<file path="src/rtl/score_accumulator.sv">
// Per-game score generator: latches player, scores ticks with a level
// multiplier, and holds the final score in REPORT for the tracker.
module score_accumulator #(
  parameter int REPORT_HOLD = 16,
  parameter int LEVEL_TICKS = 32,
  parameter int MAX_LEVEL   = 4,
  parameter int MAX_SCORE   = 9999
) (
  input  logic        clk,
  input  logic        rst,
  input  logic        start,
  input  logic        tick,
  input  logic        crash,
  input  logic        pause,
  input  logic [4:0]  player_in,
  output logic [13:0] Score,
  output logic [3:0]  score_req,
  output logic [4:0]  playerID,
  output logic [2:0]  level,
  output logic        busy
);

  localparam int TW = (LEVEL_TICKS > 1) ? $clog2(LEVEL_TICKS) : 1;
  localparam int HW = $clog2(REPORT_HOLD);

  localparam logic [14:0]   MAX15 = 15'(MAX_SCORE);
  localparam logic [TW-1:0] TLAST = TW'(LEVEL_TICKS - 1);
  localparam logic [HW-1:0] HLAST = HW'(REPORT_HOLD - 1);
  localparam logic [2:0]    LMAX  = 3'(MAX_LEVEL);

  // Encodings double as the score_req code seen downstream.
  typedef enum logic [3:0] {
    IDLE   = 4'd0,
    RUN    = 4'd1,
    PAUSE  = 4'd2,
    REPORT = 4'd5
  } state_t;

  state_t        state, state_nx;
  logic [13:0]   score_nx;
  logic [4:0]    pid_nx;
  logic [2:0]    level_nx;
  logic [TW-1:0] tcnt, tcnt_nx;
  logic [HW-1:0] hcnt, hcnt_nx;
  logic [14:0]   sum;

  assign sum = {1'b0, Score} + {12'd0, level};

  always_comb begin
    state_nx = state;
    score_nx = Score;
    pid_nx   = playerID;
    level_nx = level;
    tcnt_nx  = tcnt;
    hcnt_nx  = hcnt;
    unique case (state)
      IDLE: begin
        if (start) begin
          state_nx = RUN;
          score_nx = '0;
          pid_nx   = player_in;
          level_nx = 3'd1;
          tcnt_nx  = '0;
        end
      end
      RUN: begin
        if (tick) begin
          score_nx = (sum > MAX15) ? MAX15[13:0] : sum[13:0];
          if (tcnt == TLAST) begin
            tcnt_nx = '0;
            if (level < LMAX)
              level_nx = level + 3'd1;
          end else begin
            tcnt_nx = tcnt + 1'b1;
          end
        end
        if (crash) begin
          state_nx = REPORT;
          hcnt_nx  = '0;
        end else if (pause) begin
          state_nx = PAUSE;
        end
      end
      PAUSE: begin
        if (crash) begin
          state_nx = REPORT;
          hcnt_nx  = '0;
        end else if (!pause) begin
          state_nx = RUN;
        end
      end
      REPORT: begin
        hcnt_nx = hcnt + 1'b1;
        if (hcnt == HLAST) begin
          state_nx = IDLE;
          hcnt_nx  = '0;
        end
      end
      default: begin
        state_nx = IDLE;
        score_nx = '0;
      end
    endcase
  end

  always_ff @(posedge clk or negedge rst) begin
    if (!rst) begin
      state    <= IDLE;
      Score    <= '0;
      playerID <= '0;
      level    <= 3'd1;
      tcnt     <= '0;
      hcnt     <= '0;
      busy     <= 1'b0;
    end else begin
      state    <= state_nx;
      Score    <= score_nx;
      playerID <= pid_nx;
      level    <= level_nx;
      tcnt     <= tcnt_nx;
      hcnt     <= hcnt_nx;
      busy     <= (state_nx == RUN) || (state_nx == PAUSE);
    end
  end

  assign score_req = state;

endmodule

</file>
<file path="config.mk">
export PLATFORM = sky130hd
export DESIGN_NAME = score_accumulator
export DESIGN_NICKNAME = d
export VERILOG_FILES = /design/src/rtl/score_accumulator.sv
export SDC_FILE = /design/constraint.sdc
export NUM_CORES = 1
export LEC_CHECK = 0
export ABC_AREA = 0
export CORE_MARGIN = 10
export CORE_UTILIZATION = 46
export CTS_BUF_LIST = sky130_fd_sc_hd__clkbuf_4
export CTS_CLUSTER_SIZE = 12
export DETAILED_ROUTE_END_ITERATION = 10
export PLACE_DENSITY = 0.75
export SLEW_MARGIN = 20
export SYNTH_ARGS = -nofsm -noshare
export SYNTH_HDL_FRONTEND = slang
export SYNTH_SLANG_ARGS = --single-unit
export TNS_END_PERCENT = 50
</file>
<file path="constraint.sdc">
create_clock -name clk -period 5.1 [get_ports clk]
set_clock_uncertainty 0.15 [all_clocks]
set_input_delay 1.02 -clock clk [delete_from_list [all_inputs] [get_ports clk]]
set_output_delay 1.02 -clock clk [all_outputs]
set_load 0.02 [all_outputs]
</file>
# --- Word-level counts from Yosys, hierarchy flattened ---
# Index checks and enable logic that the tools add are counted.
totals:
  ff_bits: 36
  output_inout_bits: 27
  elab_cells: 60
classes:
  addsub: 4
  n_lt_le_gt_ge: 2
  eq_ne: 12
  muxes: 23
  bitwise_logic: 1
  n_reduce_logical: 11
op_table:
  columns: ["cell", "n"]
  rows:
  - ["14-bit 2-to-1 mux", 3]
  - ["14-bit one-hot mux with 3 select lines", 1]
  - ["4-bit 2-to-1 mux", 8]
  - ["4-bit one-hot mux with 4 select lines", 1]
  - ["14-bit by 3-bit adder with 15-bit output", 1]
  - ["15-bit by 14-bit > comparator with 1-bit output, second input constant", 1]
  - ["5-bit 2-to-1 mux", 3]
  - ["3-bit 2-to-1 mux", 4]
  - ["5-bit one-hot mux with 2 select lines", 1]
  - ["4-bit by 1-bit equality test with 1-bit output, second input constant", 2]
  - ["4-bit by 2-bit equality test with 1-bit output, second input constant", 2]
  - ["2-bit inequality test, second input constant", 4]
  - ["4-bit one-hot mux with 2 select lines", 1]
  - ["3-bit one-hot mux with 2 select lines", 1]
  - ["3-bit AND reduction", 2]
  - ["5-bit by 1-bit adder with 5-bit output, second input constant", 1]
  - ["5-bit equality test, second input constant", 1]
  - ["5-bit AND reduction", 1]
  - ["4-bit by 1-bit adder with 4-bit output, second input constant", 1]
  - ["4-bit by 3-bit equality test with 1-bit output, second input constant", 1]
  - ["4-bit equality test, second input constant", 1]
  - ["4-bit logical NOT", 1]
  - ["2-bit AND reduction", 2]
  - ["2-bit nonzero test", 2]
  - ["6 further kinds", 7]

# --- Logic depth before layout (Yosys ltp) ---
depth:
  depth_word: 5
  mapped_depth: 11

# --- Least setup slack after synthesis ---
# No wires, ideal clock.
synth_path:
  path_type: "register -> register"
  startpoint: "register level[0]"
  endpoint: "register Score[12]"
  setup_time_ns: 0.140
  arrival_time_ns: 2.827
  t_required_ns: 4.810
  path_slack_ns: 1.983
  stages_incl_launch_ff: 12
  path_buffers: 1
  period_less_slack_ns: 3.117
  path_cell_list: "dfstp_2 ha_1 inv_1 fa_1 nand2b_1 or4b_1 o32a_1 a22oi_2 o21bai_2 buf_6 a31oi_1 a31oi_1"
synth_via:
  elab_chain_cells: 5
synth_lines:
  columns: ["element", "line", "source"]
  rows:
  - ["start, declared", "19", "output logic [2:0] level,"]
  - ["start signal, assigned", "119", "level <= level_nx;"]
  - ["14-bit by 3-bit adder with 15-bit output (*)", "47", "assign sum = {1'b0, Score} + {12'd0, level};"]
  - ["15-bit by 14-bit > comparator with 1-bit output", "68", "score_nx = (sum > MAX15) ? MAX15[13:0] : sum[13:0];"]
  - ["14-bit 2-to-1 mux (*)", "68", null]
  - ["14-bit 2-to-1 mux (*)", "67", "if (tick) begin"]
  - ["14-bit one-hot mux with 3 select lines (*)", "56", "unique case (state)"]
  - ["end signal, assigned", "117", "Score <= score_nx;"]
  - ["end, declared", "16", "output logic [13:0] Score,"]
# Mark *: on every way between the ends. The rest lies on a longest branch, timed or not. The select of a mux whose other input is x is not followed.
# A chain may end at the register's enable or synchronous reset.

# --- Final worst setup path ---
layout_path:
  startpoint: "register level[0]"
  endpoint: "register Score[4]"
# The elaborated chain is that of the path after synthesis.

==> metrics.md <==
| Metric | Value |
|---|---|
| R2R depth | 10 |
| Top achievable clock speed | 290 MHz |
| Hold Path Stages | 1 |
| Relative slew slack | 0.465 |
| GRT Util Overall | 0.137 |
| Final min period | about 3.4 ns |
| Slowest Stage Delay on Critical Path | 0.59 ns |
| Clock Tree Root | clkbuf_4 |
| Sequence of cells on the critical path | ha_1, inv_1, fa_1, nand2b_1, a2111oi_0, mux2i_1, o32a_1, nand4b_1, nand4_1, a31oi_1 |
| Status | completed |
| Port bufs | 37 |
| Max VDD drop | approximately 0.00019 V |
| Met3 Wirelength | 421 um |
| Req. time, crit path | between 5 and 6 ns |
| Distinct cells, synth | between 50 and 60 |
| Max Root-Sink Buffers | 2 |
| TritonCTS buffer count | 5 |
| # DRC | 0 |
| Post-cts repair resize count | 0 |
| Synth async-reset ratio | 1.00 |
| Cell count after synthesis | roughly 240 |
| CTS H-tree lvls | 2 |
| Critical path launch point type | register |
| Initial Util | 0.468 |
| Worst r2r dst | Score[4] |
| Area growth syn-to-layout | 19.9% |
| Critical path peak fanout | 13 |
| Setup CP Type | reg2reg |
| Max-cap viol count | 0 |
| CTS sink count | 36 |
| Overflow after GRT | 0 |
| Largest net degree at the start of global routing | 37 |
| Hold violation count in the final report | 0 |
| Per-cell routed wire length | ~16 um |
| Die area | ~8000 um^2 |
| Core area | between 4000 and 5000 um^2 |
| Critical Path AT | approximately 3.5 ns |
| EDFF count, synth | 0 |
| P per Cell Area | 260 nW/um^2 |
| DRT iter0 DRCs | around 140 |
| Critical path's slowest cell | dfstp_2 |
| Nets@finish | ~290 |
| Net Count, Synth | about 260 |
| Setup_tns | 0 ns |
| Core Rows | 25 |
| Fillers | 430 |
| Slew @ Worst Pin | between 0.8 and 0.9 ns |
| DR WL met2 | 2.36 mm |
| Top sig layer | met4 |
| Tot Pwr | 680 uW |
| Router iterations before antenna repair | 4 |
| Post-CTS Setup Repair Bufs | 0 |
| Antenna Violating Nets Remaining | 0 |
| Main synth FF type | dfrtp_1 |
| Chip height | just under 90 um |
| Clk_lat worst skew | between 0.3 and 0.4 ns |
| Ys Warns | 0 |
| GPL Wtd Cong | about 0.87 |
| Worst Hold Endpoint | hcnt[3] |
| Io pins | 38 |
| Initial antenna violation count | 0 |
| Final worst path period share | 0.676 |
| Max Slew Vio Count | 0 |
| CTS tree | built |
| Min-delay worst type | reg2reg |
| Antenna fix cells | 0 |
| Clock transition at path regs | approximately 0.13 ns |
| CP endpoint kind | register |
| Leakage | ~0.0011 uW |
| Final WL | between 5 and 6 mm |
| RSZ-0062 raised after global routing | no |
| Post-synthesis sequential area ratio | 0.413 |
| Most frequent cells in the layout | clkdlybuf4s50_1, dfrtp_1, nand2_1, o21ai_0, a21oi_1 |
| FF-to-FF Start | level[0] |
| Die W | 88.9 um |
| Post-Syn Area per Cell | between 9 and 10 um^2 |
| Synth Register Bits | 36 |
| Hold buffers post-CTS | 0 |
| Detailed-route via count | ~1900 |
| R2R setup slack | roughly 1.7 ns |
| Final setup viols | 0 |
| Syn Std Cell Area | around 2200 um^2 |
| Hold path start | hcnt[3] |
| Vias in the first global route | ~1900 |
| Most common cell after layout, fill and taps aside | clkdlybuf4s50_1 |
| DP Wirelength | approximately 3.7 mm |
| WL met1 | 2.25 mm |
| Share of layout cells above drive strength 1 | 0.0769 |
| Routed vias/inst | between 5 and 6 |
| First-pass GRT wire length | 8.74 mm |
-- state kept, by name, indices dropped and copies added (netlist names) --
signal,flops
playerID,5
level,3
busy,1
hcnt,4
score_req,4
Score,14
tcnt,5
-- worst max-delay path: cells and delay by family, from the launching register on --
family | cells | cell delay [ns]
buffers and inverters | 1 | 0.06
flip-flops | 1 | 0.59
AND/OR/NAND/NOR | 3 | 0.85
multiplexers | 1 | 0.14
AO/OA/AOI/OAI | 3 | 0.96
adder cells (fa/ha/maj) | 2 | 0.62
-- report_power, final --
| part | leakage [uW] | total, uW | internal [uW] | switching (uW) |
|---|---|---|---|---|
| sequential | 0.000482 | 347 | 316 | 30.4 |
| combinational | 0.000537 | 170 | 80.3 | 90.0 |
| clock | 0.0000319 | 162 | 60.2 | 102 |
| total | 0.00105 | 680 | 457 | 223 |
-- worst max path at each step --
stage | startpoint | to | cells after the start
floorplan | level[0] | Score[12] | 11
global placement | level[0] | Score[2] | 10
detailed placement | level[0] | Score[2] | 10
CTS | level[0] | Score[4] | 10
global route | level[0] | Score[4] | 10
finish | level[0] | Score[4] | 10
-- area by class of cell --
type / count / area [um^2] / area share
clock buffers: 6 / 45.0 / 0.0172
clock inverters: 2 / 16.3 / 0.00621
inverters: 10 / 37.5 / 0.0143
multi-input cells: 182 / 1180 / 0.452
flip-flops and latches: 36 / 902 / 0.345
well taps: 54 / 67.6 / 0.0258
repair buffers: 37 / 365 / 0.140
-- through the flow --
| stage | setup slack (ns) | instances | hold slack (ns) | instance area (um^2) | utilization |
|---|---|---|---|---|---|
| after floorplan | 1.98 | 238 | 0.300 | 2180 | - |
| after global placement | 1.68 | 319 | 0.327 | 2560 | 0.548 |
| after detailed placement | 1.68 | 319 | 0.340 | 2560 | 0.548 |
| after CTS | 1.62 | 327 | 0.357 | 2620 | 0.562 |
| after global routing | 1.34 | 327 | 0.393 | 2620 | 0.562 |
| final | 1.65 | 327 | 0.357 | 2620 | 0.562 |
-- routing by layer --
layer / track usage / vias up
li1: - / 948
met1: 0.170 / 903
met2: 0.225 / 70
met3: 0.0447 / 6
met4: 0.0352 / 0
met5: 0 / -
-- Yosys cell counts, types with 4 or more instances --
| library cell | n | area [um^2] |
|---|---|---|
| a31oi_1 | 10 | 62.6 |
| nor2_1 | 11 | 41.3 |
| nand2b_1 | 4 | 25.0 |
| and3_1 | 5 | 31.3 |
| dfrtp_1 | 35 | 876 |
| inv_1 | 10 | 37.5 |
| a22o_1 | 5 | 43.8 |
| o21ai_0 | 18 | 90.1 |
| a21oi_1 | 13 | 65.1 |
| nand4_1 | 7 | 43.8 |
| ha_1 | 7 | 87.6 |
| nand2_1 | 26 | 97.6 |
| mux2_2 | 5 | 56.3 |
| nand3_1 | 11 | 55.1 |
| nor2b_1 | 6 | 37.5 |
| nor3_1 | 4 | 20.0 |
-- cells by family after synthesis --
group / Yosys count / synth area share
AND/OR/NAND/NOR: 88 / 0.212
AO/OA/AOI/OAI: 72 / 0.219
flip-flops: 36 / 0.413
buffers and inverters: 20 / 0.0447
adder cells (fa/ha/maj): 8 / 0.0493
multiplexers: 8 / 0.0395
XOR/XNOR: 5 / 0.0201
other: 1 / 0.00172
No activity file was read; power rests on OpenSTA's default activity.
